### config.mk
export PLATFORM = sky130hd
export DESIGN_NAME = writeback_lanes
export DESIGN_NICKNAME = d
export VERILOG_FILES = /design/src/rtl/writeback_lanes_pkg.sv /design/src/rtl/writeback_lanes_load_align.sv /design/src/rtl/writeback_lanes.sv
export SDC_FILE = /design/constraint.sdc
export NUM_CORES = 1
export LEC_CHECK = 0
export ABC_AREA = 1
export BUFFER_PORTS_ARGS = -buffer_cell sky130_fd_sc_hd__buf_4
export CAP_MARGIN = 0
export CORE_UTILIZATION = 30
export DETAILED_ROUTE_END_ITERATION = 12
export PLACE_DENSITY = 0.59
export SLEW_MARGIN = 20
export SYNTH_ARGS = -nofsm -noshare
export SYNTH_HDL_FRONTEND = slang
export SYNTH_HIERARCHICAL = 1
export SYNTH_SLANG_ARGS = --single-unit
### constraint.sdc
create_clock -name clk -period 3.7 [get_ports clk]
set_clock_uncertainty 0.1 [all_clocks]
set_input_delay 1.11 -clock clk [delete_from_list [all_inputs] [get_ports clk]]
set_output_delay 1.11 -clock clk [all_outputs]
set_load 0.01 [all_outputs]
### src/rtl/writeback_lanes_pkg.sv
// Shared types and load-mode encoding for the multi-lane writeback stage.
// Used by writeback_lanes and writeback_lanes_load_align (optional debug build: WB_DEBUG_EN).
package writeback_lanes_pkg;

  localparam int GPR_NUM     = 5;
  localparam int SINGLE_WORD = 32;
  localparam int LOAD_SEL_W  = 11;

  localparam int LOAD_LB_BIT  = 0;
  localparam int LOAD_LBU_BIT = 1;
  localparam int LOAD_LH_BIT  = 2;
  localparam int LOAD_LHU_BIT = 3;
  localparam int LOAD_LW_BIT  = 4;
  localparam int LOAD_L0_BIT  = 5;
  localparam int LOAD_L1_BIT  = 6;
  localparam int LOAD_L2_BIT  = 7;
  localparam int LOAD_R1_BIT  = 8;
  localparam int LOAD_R2_BIT  = 9;
  localparam int LOAD_R3_BIT  = 10;

  typedef logic [GPR_NUM-1:0]     gpr_t;
  typedef logic [SINGLE_WORD-1:0] word_t;
  typedef logic [LOAD_SEL_W-1:0]  load_sel_t;

  // Everything one lane carries from MEM into writeback.
  typedef struct packed {
    gpr_t      wnum;
    word_t     final_res;
    logic      memreq;
    logic      risk;
    logic      danger;
    word_t     rtdata;
    logic [1:0] align;
    load_sel_t loadsel;
  } lane_t;

  function automatic logic [2:0] popcount4(input logic [3:0] v);
    popcount4 = 3'(v[0]) + 3'(v[1]) + 3'(v[2]) + 3'(v[3]);
  endfunction

endpackage

### src/rtl/writeback_lanes_load_align.sv
// Combinational load extractor: byte/half select with sign extension and
// LWL/LWR merges against the old rt value.
module writeback_lanes_load_align
  import writeback_lanes_pkg::*;
(
  input  logic [1:0] align_i,
  input  load_sel_t  loadsel_i,
  input  word_t      rdata_i,
  input  word_t      rtdata_i,
  output word_t      word_o
);

  logic [7:0]  byte_sel;
  logic [15:0] half_sel;

  always_comb begin
    byte_sel = rdata_i[{align_i, 3'b000} +: 8];
    half_sel = align_i[1] ? rdata_i[31:16] : rdata_i[15:0];
    // NOTE: word_o gets a default first so no path leaves it unassigned (no latch).
    word_o = rdata_i;
    if      (loadsel_i[LOAD_LB_BIT])  word_o = {{24{byte_sel[7]}}, byte_sel};
    else if (loadsel_i[LOAD_LBU_BIT]) word_o = {24'h0, byte_sel};
    else if (loadsel_i[LOAD_LH_BIT])  word_o = {{16{half_sel[15]}}, half_sel};
    else if (loadsel_i[LOAD_LHU_BIT]) word_o = {16'h0, half_sel};
    else if (loadsel_i[LOAD_LW_BIT])  word_o = rdata_i;
    else if (loadsel_i[LOAD_L0_BIT])  word_o = {rdata_i[7:0],   rtdata_i[23:0]};
    else if (loadsel_i[LOAD_L1_BIT])  word_o = {rdata_i[15:0],  rtdata_i[15:0]};
    else if (loadsel_i[LOAD_L2_BIT])  word_o = {rdata_i[23:0],  rtdata_i[7:0]};
    else if (loadsel_i[LOAD_R1_BIT])  word_o = {rtdata_i[31:24], rdata_i[31:8]};
    else if (loadsel_i[LOAD_R2_BIT])  word_o = {rtdata_i[31:16], rdata_i[31:16]};
    else if (loadsel_i[LOAD_R3_BIT])  word_o = {rtdata_i[31:8],  rdata_i[31:24]};
  end

endmodule

### src/rtl/writeback_lanes.sv
// LANES-wide writeback stage: holds one bundle, buffers per-lane load data
// during stalls, and drives RF writes/forwarding. Optional debug build: WB_DEBUG_EN.
module writeback_lanes
  import writeback_lanes_pkg::*;
#(
  parameter int LANES = 2
) (
  input  logic                       clk,
  input  logic                       rst,
  input  logic                       mem_valid_i,
  input  logic                       pba_ok_i,
  input  logic [LANES*5-1:0]         mem_wnum_i,
  input  logic [LANES*32-1:0]        mem_final_i,
  input  logic [LANES-1:0]           mem_memreq_i,
  input  logic [LANES*32-1:0]        mem_pc_i,
  input  logic [LANES-1:0]           mem_risk_i,
  input  logic [LANES-1:0]           mem_danger_i,
  input  logic [LANES*32-1:0]        mem_rtdata_i,
  input  logic [LANES*2-1:0]         mem_align_i,
  input  logic [LANES*LOAD_SEL_W-1:0] mem_loadsel_i,
  input  logic [LANES-1:0]           data_ok_i,
  input  logic [LANES*32-1:0]        data_rdata_i,
`ifdef WB_DEBUG_EN
  output logic [LANES*32-1:0]        debug_wb_pc_o,
  output logic [LANES*4-1:0]         debug_wb_rf_wen_o,
  output logic [LANES*5-1:0]         debug_wb_rf_wnum_o,
  output logic [LANES*32-1:0]        debug_wb_rf_wdata_o,
  output logic [31:0]                debug_commit_cnt_o,
`endif
  output logic                       wb_allowin_o,
  output logic                       wb_valid_o,
  output logic [LANES-1:0]           wb_wen_o,
  output logic [LANES*5-1:0]         wb_wnum_o,
  output logic [LANES*32-1:0]        wb_wdata_o,
  output logic [LANES*32-1:0]        wb_fwd_data_o,
  output logic [LANES-1:0]           wb_fwd_vld_o,
  output logic                       wb_has_risk_o,
  output logic                       wb_has_danger_o
);

  lane_t            lane_q [LANES];
  lane_t            lane_d [LANES];
  word_t            buf_q  [LANES];
  word_t            buf_d  [LANES];
  word_t            load_word [LANES];
  logic [LANES-1:0] got_q, got_d, resolved, waw_kill;
  logic             has_data_q, has_data_d;
  logic             leave, risk_or, danger_or;

  assign wb_valid_o   = has_data_q && (&resolved);
  assign wb_allowin_o = (!has_data_q || (&resolved)) && pba_ok_i;
  assign leave        = wb_valid_o && pba_ok_i;

  always_comb begin
    has_data_d = has_data_q;
    got_d      = got_q;
    for (int i = 0; i < LANES; i++) begin
      lane_d[i] = lane_q[i];
      buf_d[i]  = buf_q[i];
    end
    if (wb_allowin_o) begin
      // Covers leave, capture and clear: got always restarts with the slot.
      has_data_d = mem_valid_i;
      got_d      = '0;
      for (int i = 0; i < LANES; i++) begin
        buf_d[i]  = '0;
        lane_d[i] = '0;
        if (mem_valid_i) begin
          lane_d[i].wnum      = mem_wnum_i[i*GPR_NUM +: GPR_NUM];
          lane_d[i].final_res = mem_final_i[i*SINGLE_WORD +: SINGLE_WORD];
          lane_d[i].memreq    = mem_memreq_i[i];
          lane_d[i].risk      = mem_risk_i[i];
          lane_d[i].danger    = mem_danger_i[i];
          lane_d[i].rtdata    = mem_rtdata_i[i*SINGLE_WORD +: SINGLE_WORD];
          lane_d[i].align     = mem_align_i[i*2 +: 2];
          lane_d[i].loadsel   = mem_loadsel_i[i*LOAD_SEL_W +: LOAD_SEL_W];
        end
      end
    end else begin
      for (int i = 0; i < LANES; i++) begin
        if (data_ok_i[i] && has_data_q && lane_q[i].memreq && !got_q[i]) begin
          got_d[i] = 1'b1;
          buf_d[i] = data_rdata_i[i*SINGLE_WORD +: SINGLE_WORD];
        end
      end
    end
  end

  // NOTE: the per-lane data buffers are reset like any other register so a
  // reset mid-wait can never leak a stale word into the next bundle.
  always_ff @(posedge clk) begin
    if (!rst) begin
      has_data_q <= 1'b0;
      got_q      <= '0;
      for (int i = 0; i < LANES; i++) begin
        lane_q[i] <= '0;
        buf_q[i]  <= '0;
      end
    end else begin
      has_data_q <= has_data_d;
      got_q      <= got_d;
      for (int i = 0; i < LANES; i++) begin
        lane_q[i] <= lane_d[i];
        buf_q[i]  <= buf_d[i];
      end
    end
  end

  // Only the youngest writer of a register inside one bundle commits.
  always_comb begin
    waw_kill  = '0;
    risk_or   = 1'b0;
    danger_or = 1'b0;
    for (int i = 0; i < LANES; i++) begin
      risk_or   = risk_or   | lane_q[i].risk;
      danger_or = danger_or | lane_q[i].danger;
      for (int j = i + 1; j < LANES; j++)
        if (lane_q[i].wnum != '0 && lane_q[j].wnum == lane_q[i].wnum) waw_kill[i] = 1'b1;
    end
  end

  assign wb_has_risk_o   = has_data_q && risk_or;
  assign wb_has_danger_o = has_data_q && danger_or;

  for (genvar g = 0; g < LANES; g++) begin : g_lane
    word_t src, lane_data;
    assign src = got_q[g] ? buf_q[g] : data_rdata_i[g*SINGLE_WORD +: SINGLE_WORD];
    writeback_lanes_load_align u_align (
      .align_i   (lane_q[g].align),
      .loadsel_i (lane_q[g].loadsel),
      .rdata_i   (src),
      .rtdata_i  (lane_q[g].rtdata),
      .word_o    (load_word[g])
    );
    assign resolved[g]  = !lane_q[g].memreq || got_q[g] || data_ok_i[g];
    assign lane_data    = lane_q[g].memreq ? load_word[g] : lane_q[g].final_res;
    assign wb_wen_o[g]  = leave && lane_q[g].wnum != '0 && !waw_kill[g];
    assign wb_wnum_o[g*GPR_NUM +: GPR_NUM]             = lane_q[g].wnum;
    assign wb_wdata_o[g*SINGLE_WORD +: SINGLE_WORD]    = lane_data;
    assign wb_fwd_data_o[g*SINGLE_WORD +: SINGLE_WORD] = lane_data;
    assign wb_fwd_vld_o[g] = has_data_q && resolved[g];
  end

`ifdef WB_DEBUG_EN
  word_t       pc_q [LANES];
  logic [3:0]  commit_mask;
  logic [31:0] commit_cnt_q;

  always_comb begin
    commit_mask = '0;
    commit_mask[LANES-1:0] = {LANES{leave && has_data_q}};
  end

  always_ff @(posedge clk) begin
    if (!rst) begin
      commit_cnt_q        <= '0;
      debug_wb_pc_o       <= '0;
      debug_wb_rf_wen_o   <= '0;
      debug_wb_rf_wnum_o  <= '0;
      debug_wb_rf_wdata_o <= '0;
      for (int i = 0; i < LANES; i++) pc_q[i] <= '0;
    end else begin
      commit_cnt_q <= commit_cnt_q + 32'(popcount4(commit_mask));
      for (int i = 0; i < LANES; i++) begin
        if (wb_allowin_o) pc_q[i] <= mem_valid_i ? mem_pc_i[i*SINGLE_WORD +: SINGLE_WORD] : '0;
        debug_wb_pc_o[i*SINGLE_WORD +: SINGLE_WORD] <= pc_q[i];
        debug_wb_rf_wen_o[i*4 +: 4] <= {4{wb_wen_o[i]}};
      end
      debug_wb_rf_wnum_o  <= wb_wnum_o;
      debug_wb_rf_wdata_o <= wb_wdata_o;
    end
  end

  assign debug_commit_cnt_o = commit_cnt_q;
`else
  logic unused_pc;
  assign unused_pc = ^mem_pc_i;
`endif

endmodule

==> run metrics, run 1 <==
number of synthesized flops with an enable pin=0; Arrival @ worst endpoint=2730 ps; Startpoint Class=primary input; core area=around 63000 um2; TritonCTS Buffers=29; Max FO, Critical Path=6; HPWL Detailed=roughly 53 mm; Yosys top cell area share=0.265; Rel. slew slack=0.347; synthesized area=just under 20000 um2; Root Driver=clkbuf_16; worst skew pair latency=between 500 and 600 ps; syn nets=3697; initial antenna violation count=0; kind of end point of the critical path=output port; Net Sw Power=approximately 3.4 mW; hold_ws=around 380 ps; P_int=5.86 mW; maxcap violations=0; first-pass GRT wire length=116 mm; sw frac=0.364; IO Count=450; pwr/cell area=348 nW/um2; period utilization=1.07; final WL=76.0 mm; critical path class=primary input to output port; Clock Sinks=~240; setup violators final=around 130; sequential power share=0.305; Clk pwr share=0.315; Total GRT Usage=0.221; Iteration-0 DRC Markers=between 1500 and 2000; final worst path period need=roughly 3900 ps; largest net degree at the start of global routing=249; synthesized area per cell=5.68 um2; vias in the first global route=just over 20000; Reg clk slew, reported paths=60 ps; number of detailed-routing iterations run before antenna repair=8; Final ANT Viol Nets=0; ys async rst share=0; Setup WS post-layout=-245 ps; CTS tree=built; H-tree depth=1; Starting Density=0.304; Worst Path Required=2490 ps; height of the die=255 um; layout cell share with drive strength beyond 1=0.324; max-slew violations=0; WL/cell=16.5 um; DRC=0; outcome=finished, violations left; sequential fraction of the synthesis area=0.246; Filler Cells Inserted=6903; TNS Setup=-15610 ps; vias per cell=4.80; combinational power share=0.380; post-synthesis register bit count=237; unrepaired setup endpoints after global routing=yes; Least-Margin Pin Slew=979 ps; minimum setup slack after placement=-359 ps; Area contributors post-synth=nand2_1 27%, dfxtp_1 25%, a21oi_1 7.8%; port bufs=385; GRT overflow=0; layout net count=4042; clock buffer depth=3; VDD IR max=0.327 mV; Syn-to-layout area delta=37.5%; Hold Vio Cnt, Final=0; routability cong.=0.992; failing checks=negative setup slack; Die ar.=65200 um2; Syn. warnings=6; dominant synthesized flop cell=dfxtp_1; leak pwr=12.9 nW; Fmax=254 MHz; synth unique cells=32; Mapped Cells=3393; CTS Hold Bufs=0; Yosys top cell by area=nand2_1; via count=22101; antenna cells=0; num rows=a little over 90; Worst Hold Class=flop to flop; Die Wd=255 um
[kinds of logic after synthesis]
family	Yosys count	synth area share
AND/OR/NAND/NOR	1943	0.424
buffers and inverters	620	0.167
AO/OA/AOI/OAI	591	0.162
XOR/XNOR	2	0.000910
flip-flops	237	0.246
[cells in the mapped netlist (14+ instances only)]
cell / instances
a21oi_1: 299
a21oi_2: 32
buf_2: 71
buf_4: 101
buf_6: 44
clkbuf_1: 84
dfxtp_1: 237
inv_1: 261
inv_2: 36
nand2_1: 1360
nand3_1: 202
nand3_2: 52
nor2_1: 258
nor2_2: 34
nor2_4: 14
o211ai_1: 14
o21ai_0: 189
o21ai_1: 56
[critical path: stages]
cell,delay (ps)
buf_8,80
inv_6,30
o21ai_4,110
buf_6,130
inv_6,40
nand2_4,50
o21ai_4,80
buf_6,150
o21ai_4,180
nand2_4,120
buf_12,150
buf_16,140
nand2_4,60
nand2_2,60
nand2_2,110
buf_6,110
[metal layers]
layer  GRT usage  share of wire
met5           0              0
met4      0.0884          0.040
met3      0.0243          0.045
met2       0.399           0.50
met1       0.265           0.41
[power by group through the flow]
stage | sequential [mW] | combinational (mW) | clock, mW
floorplan | 2.81 | 1.92 | 0
global placement | 2.85 | 2.94 | 0
detailed placement | 2.86 | 2.94 | 0
CTS | 2.80 | 3.31 | 2.99
global route | 2.83 | 3.82 | 3.08
finish | 2.81 | 3.50 | 2.90
[area by class of cell]
cell class              count  area [um2]  share of cell area
repair inverters            2        15.0            0.000567
well taps                 846        1060              0.0400
clock buffers              41         841              0.0317
inverters                 299        1220              0.0461
multi-input cells        2536       12600               0.476
clock inverters             8        95.1             0.00359
flip-flops and latches    237        4750               0.179
repair buffers            633        5900               0.223
[placed cells by master, fill, tap and decap left out, types with 15 or more instances in the layout]
cell / netlist / layout
a21oi_1: 299 / 276
nand3_1: 202 / 181
inv_1: 261 / 216
nor2_2: 34 / 35
nand2_1: 1360 / 1134
dfxtp_1: 237 / 233
nor2_4: 14 / 16
buf_6: 44 / 163
inv_2: 36 / 56
o21ai_1: 56 / 80
inv_4: 0 / 15
a21oi_2: 32 / 51
nor2_1: 258 / 255
nand3_2: 52 / 73
nand2_2: 9 / 175
o21ai_2: 0 / 23
buf_12: 2 / 25
o21ai_0: 189 / 133
buf_4: 101 / 432
clkbuf_16: 0 / 34
nand2_4: 3 / 61
[flip-flops by register name, indices dropped and copies added (netlist names)]
register / count
has_data_q: 1
got_q: 2
lane_q: 170
buf_q: 64
[timing repair]
item,4_1_cts,5_1_grt
endpoints found under the setup margin,128,128
setup buffers,24,17
resized for setup,469,219
pin swaps,145,116
cloned,7,5
endpoints found under the hold margin,0,0
[final timing paths]
check	from	endpoint	slack (ps)	depth (start not counted)
worst min-delay path	lane_q[0][17]	lane_q[0][17]	380	2
worst max-delay path	data_rdata_i[63]	wb_fwd_data_o[56]	-240	16
worst min register to register	lane_q[0][17]	lane_q[0][17]	380	2
worst max register to register	got_q[1]	lane_q[0][10]	900	10
[metrics by stage]
step | utilization | total power, mW | instance area [um2] | cells
after floorplan | - | 4.73 | 19300 | 3393
after global placement | 0.361 | 5.79 | 22900 | 4507
after detailed placement | 0.361 | 5.79 | 22900 | 4507
after CTS | 0.403 | 9.11 | 25500 | 4583
after global routing | 0.418 | 9.72 | 26500 | 4602
final | 0.418 | 9.21 | 26500 | 4602
No activity file was read; power rests on OpenSTA's default activity.
==> inputs of run 2 (changes only) <==
--- a/config.mk
+++ b/config.mk
@@ -9,6 +9,7 @@
 export BUFFER_PORTS_ARGS = -buffer_cell sky130_fd_sc_hd__buf_4
 export CAP_MARGIN = 0
 export CORE_UTILIZATION = 30
+export CTS_BUF_LIST = sky130_fd_sc_hd__clkbuf_16
 export DETAILED_ROUTE_END_ITERATION = 12
 export PLACE_DENSITY = 0.59
 export SLEW_MARGIN = 20
==> run 2 against run 1 <==
Compared with the run above:
- the flow still finishes with violations (negative setup slack)
- sequential cell count stayed put
- count of clock-buffer cells in the layout is 12 lower
- global-route usage is 0.21 points higher
- cell area is 1.8% higher
- sequential power hardly changed
- core utilization is 0.74 points higher
- die area stayed put
- register-to-register slack worse by 70 ps
- first-iteration DRC count is 8.5% higher
- critical path type unchanged
==> run metrics, run 2 (synthesis results as in run 1) <==
outcome=finished, violations left (unchanged); failing checks=negative setup slack (unchanged); Root Driver=clkbuf_16 (unchanged); Clk pwr share=0.302 (was 0.315); first-pass GRT wire length=117 mm (was 116 mm); grt met3 use=0.0245 (was 0.0243); fin cells=4621 (was 4602); Die ar.=65200 um2 (unchanged); worst r2r path cells=12 (was 10); Max FO, Critical Path=6 (unchanged); DRC=0 (unchanged); height of the die=255 um (unchanged); dpl cell area=22900 um2 (unchanged); HPWL Detailed=53.4 mm (unchanged); vias per cell=4.83 (was 4.80); combinational power share=0.389 (was 0.380); WL/cell=16.6 um (was 16.5 um); hold_ws=376 ps (about the same); TritonCTS Buffers=29 (unchanged); Net Sw Power=3.36 mW (was 3.35 mW); Rel. slew slack=0.365 (was 0.347); vias in the first global route=20688 (was 20521); H-tree depth=1 (unchanged); Crit. Startpoint=data_rdata_i[47] (was data_rdata_i[63]); core area=63300 um2 (unchanged); CP max stage delay=180 ps (about the same); Cells after DPL=4507 (unchanged); setup violators final=121 (was 126); Die Wd=255 um (unchanged); Worst R2R End=lane_q[0][10] (unchanged); layout net count=4060 (was 4042); Worst Path Required=2490 ps (about the same); Buf/Inv on CP=7 (was 8); layout cell share with drive strength beyond 1=0.343 (was 0.324); Iteration-0 DRC Markers=1800 (was 1659); Least-Margin Pin Slew=951 ps (was 979 ps); Most flops, register=lane_q (unchanged); worst reg2reg setup slack=830 ps (was 900 ps); Worst R2R Start=got_q[0] (was got_q[1]); maxcap violations=0 (unchanged); Final Instance Area=27000 um2 (was 26500 um2); routability cong.=0.992 (unchanged); slowest CP cell=o21ai_4 (unchanged); met2 usage=0.405 (was 0.399); Clock Sinks=237 (unchanged); commonest non-fill, non-tap cell in the layout=nand2_1 (unchanged); via count=22312 (was 22101); port bufs=385 (unchanged); leak pwr=13.2 nW (was 12.9 nW); period utilization=1.06 (was 1.07); final WL=76.8 mm (was 76.0 mm); Fmax=256 MHz (was 254 MHz); Filler Cells Inserted=6863 (was 6903); Total GRT Usage=0.223 (was 0.221); CTS tree=built (unchanged); sw frac=0.370 (was 0.364); Top delay family on crit path=buffers and inverters (unchanged); pwr/cell area=337 nW/um2 (was 348 nW/um2); clock buffer depth=3 (unchanged); critical path class=primary input to output port (unchanged); initial antenna violation count=1 (was 0); largest net degree at the start of global routing=249 (unchanged); max-slew violations=0 (unchanged); sequential power share=0.309 (was 0.305); P_int=5.72 mW (was 5.86 mW); Starting Density=0.304 (unchanged); IO Count=450 (unchanged); Hold Vio Cnt, Final=0 (unchanged); Top Registers=lane_q (170), buf_q (64), got_q (2) (unchanged); VDD IR max=0.329 mV (was 0.327 mV); Syn-to-layout area delta=40.0% (was 37.5%); num rows=92 (unchanged); highest-count cells in the layout ignoring fill and taps=1107 x nand2_1, 423 x buf_4, 277 x a21oi_1, 254 x nor2_1, 232 x dfxtp_1 (was 1134 x nand2_1, 432 x buf_4, 276 x a21oi_1, 255 x nor2_1, 233 x dfxtp_1); GRT overflow=0 (unchanged); Stages on worst setup path=14 (was 16); met1 usage=0.268 (was 0.265); CTS Hold Bufs=0 (unchanged); number of detailed-routing iterations run before antenna repair=6 (was 8); Startpoint Class=primary input (unchanged); Reg clk slew, reported paths=60 ps (about the same); Final ANT Viol Nets=0 (unchanged); kind of end point of the critical path=output port (unchanged); TNS Setup=-12720 ps (was -15610 ps); final worst path period need=3910 ps (was 3940 ps); worst skew pair latency=580 ps (about the same); Hold Crit Start=lane_q[0][17] (unchanged); Arrival @ worst endpoint=2700 ps (was 2730 ps); unrepaired setup endpoints after global routing=yes (unchanged); Worst Hold Class=flop to flop (unchanged); gr busiest metal=met2 (unchanged); crit path cell chain=buf_4, inv_4, o21ai_4, buf_6, o21ai_4, buf_6, o21ai_4, nand2_4, buf_12, buf_16, nand2_4, nand2_2, nand2_2, buf_6 (was buf_8, inv_6, o21ai_4, buf_6, inv_6, nand2_4, o21ai_4, buf_6, o21ai_4, nand2_4, buf_12, buf_16, nand2_4, nand2_2, nand2_2, buf_6); Largest register FFs=170 (unchanged); Setup WS post-layout=-212 ps (was -245 ps); crit path capture=wb_fwd_data_o[56] (unchanged)
run 2: routing by layer:
metal	wire (um)	vias to the layer above	part of all wire
li1	-	11265	-
met1	31200	10163	0.41
met2	38300	719	0.50
met3	3730	165	0.049
met4	3520	0	0.046
met5	0	-	0
run 2: per-stage QoR:
stage	util	setup slack (ps)	power, mW
4_1_cts	0.410	-199	8.99
3_3_place_gp	0.361	-372	5.79
2_1_floorplan	-	12.7	4.73
6_report	0.426	-212	9.08
5_1_grt	0.426	-286	9.60
3_5_place_dp	0.361	-359	5.79
run 2: power by group through the flow:
stage / clock network, mW / registers, mW / logic [mW]
after floorplan: 0 / 2.81 / 1.92
after global placement: 0 / 2.85 / 2.94
after detailed placement: 0 / 2.86 / 2.94
after CTS: 2.82 / 2.80 / 3.36
after global routing: 2.91 / 2.83 / 3.86
final: 2.74 / 2.81 / 3.54
run 2: worst min-delay path by stage:
stage	endpoint	slack, ps	depth (start not counted)
floorplan	lane_q[0][3]	350	2
global placement	lane_q[0][59]	360	2
detailed placement	lane_q[0][161]	370	2
CTS	lane_q[0][161]	380	2
global route	lane_q[0][43]	400	2
finish	lane_q[0][17]	380	2
run 2: timing repair:
item / CTS / global route
gates cloned: 12 / 6
pin swaps: 187 / 149
setup endpoints to repair: 128 / 129
setup buffers: 37 / 22
gates resized for setup: 557 / 243
run 2: worst reg2reg max path: stages (launching register included):
cell	delay, ps
dfxtp_4	420
buf_6	150
buf_16	140
buf_4	120
inv_1	60
nand3_2	70
nand2_2	140
nand2_8	160
buf_12	260
buf_16	580
nand3_1	430
nand2_1	110
nor2_1	40
run 2: cell type report:
class	instances	area, um2	area share
Inverter	299	1210	0.0450
Tap cell	846	1060	0.0393
Timing Repair Buffer	651	6200	0.230
Timing Repair inverter	2	15.0	0.000557
Multi-Input combinational cell	2536	12900	0.477
Clock inverter	20	140	0.00520
Clock buffer	29	726	0.0269
Sequential cell	237	4760	0.176
Antenna cell	1	2.50	0.0000928
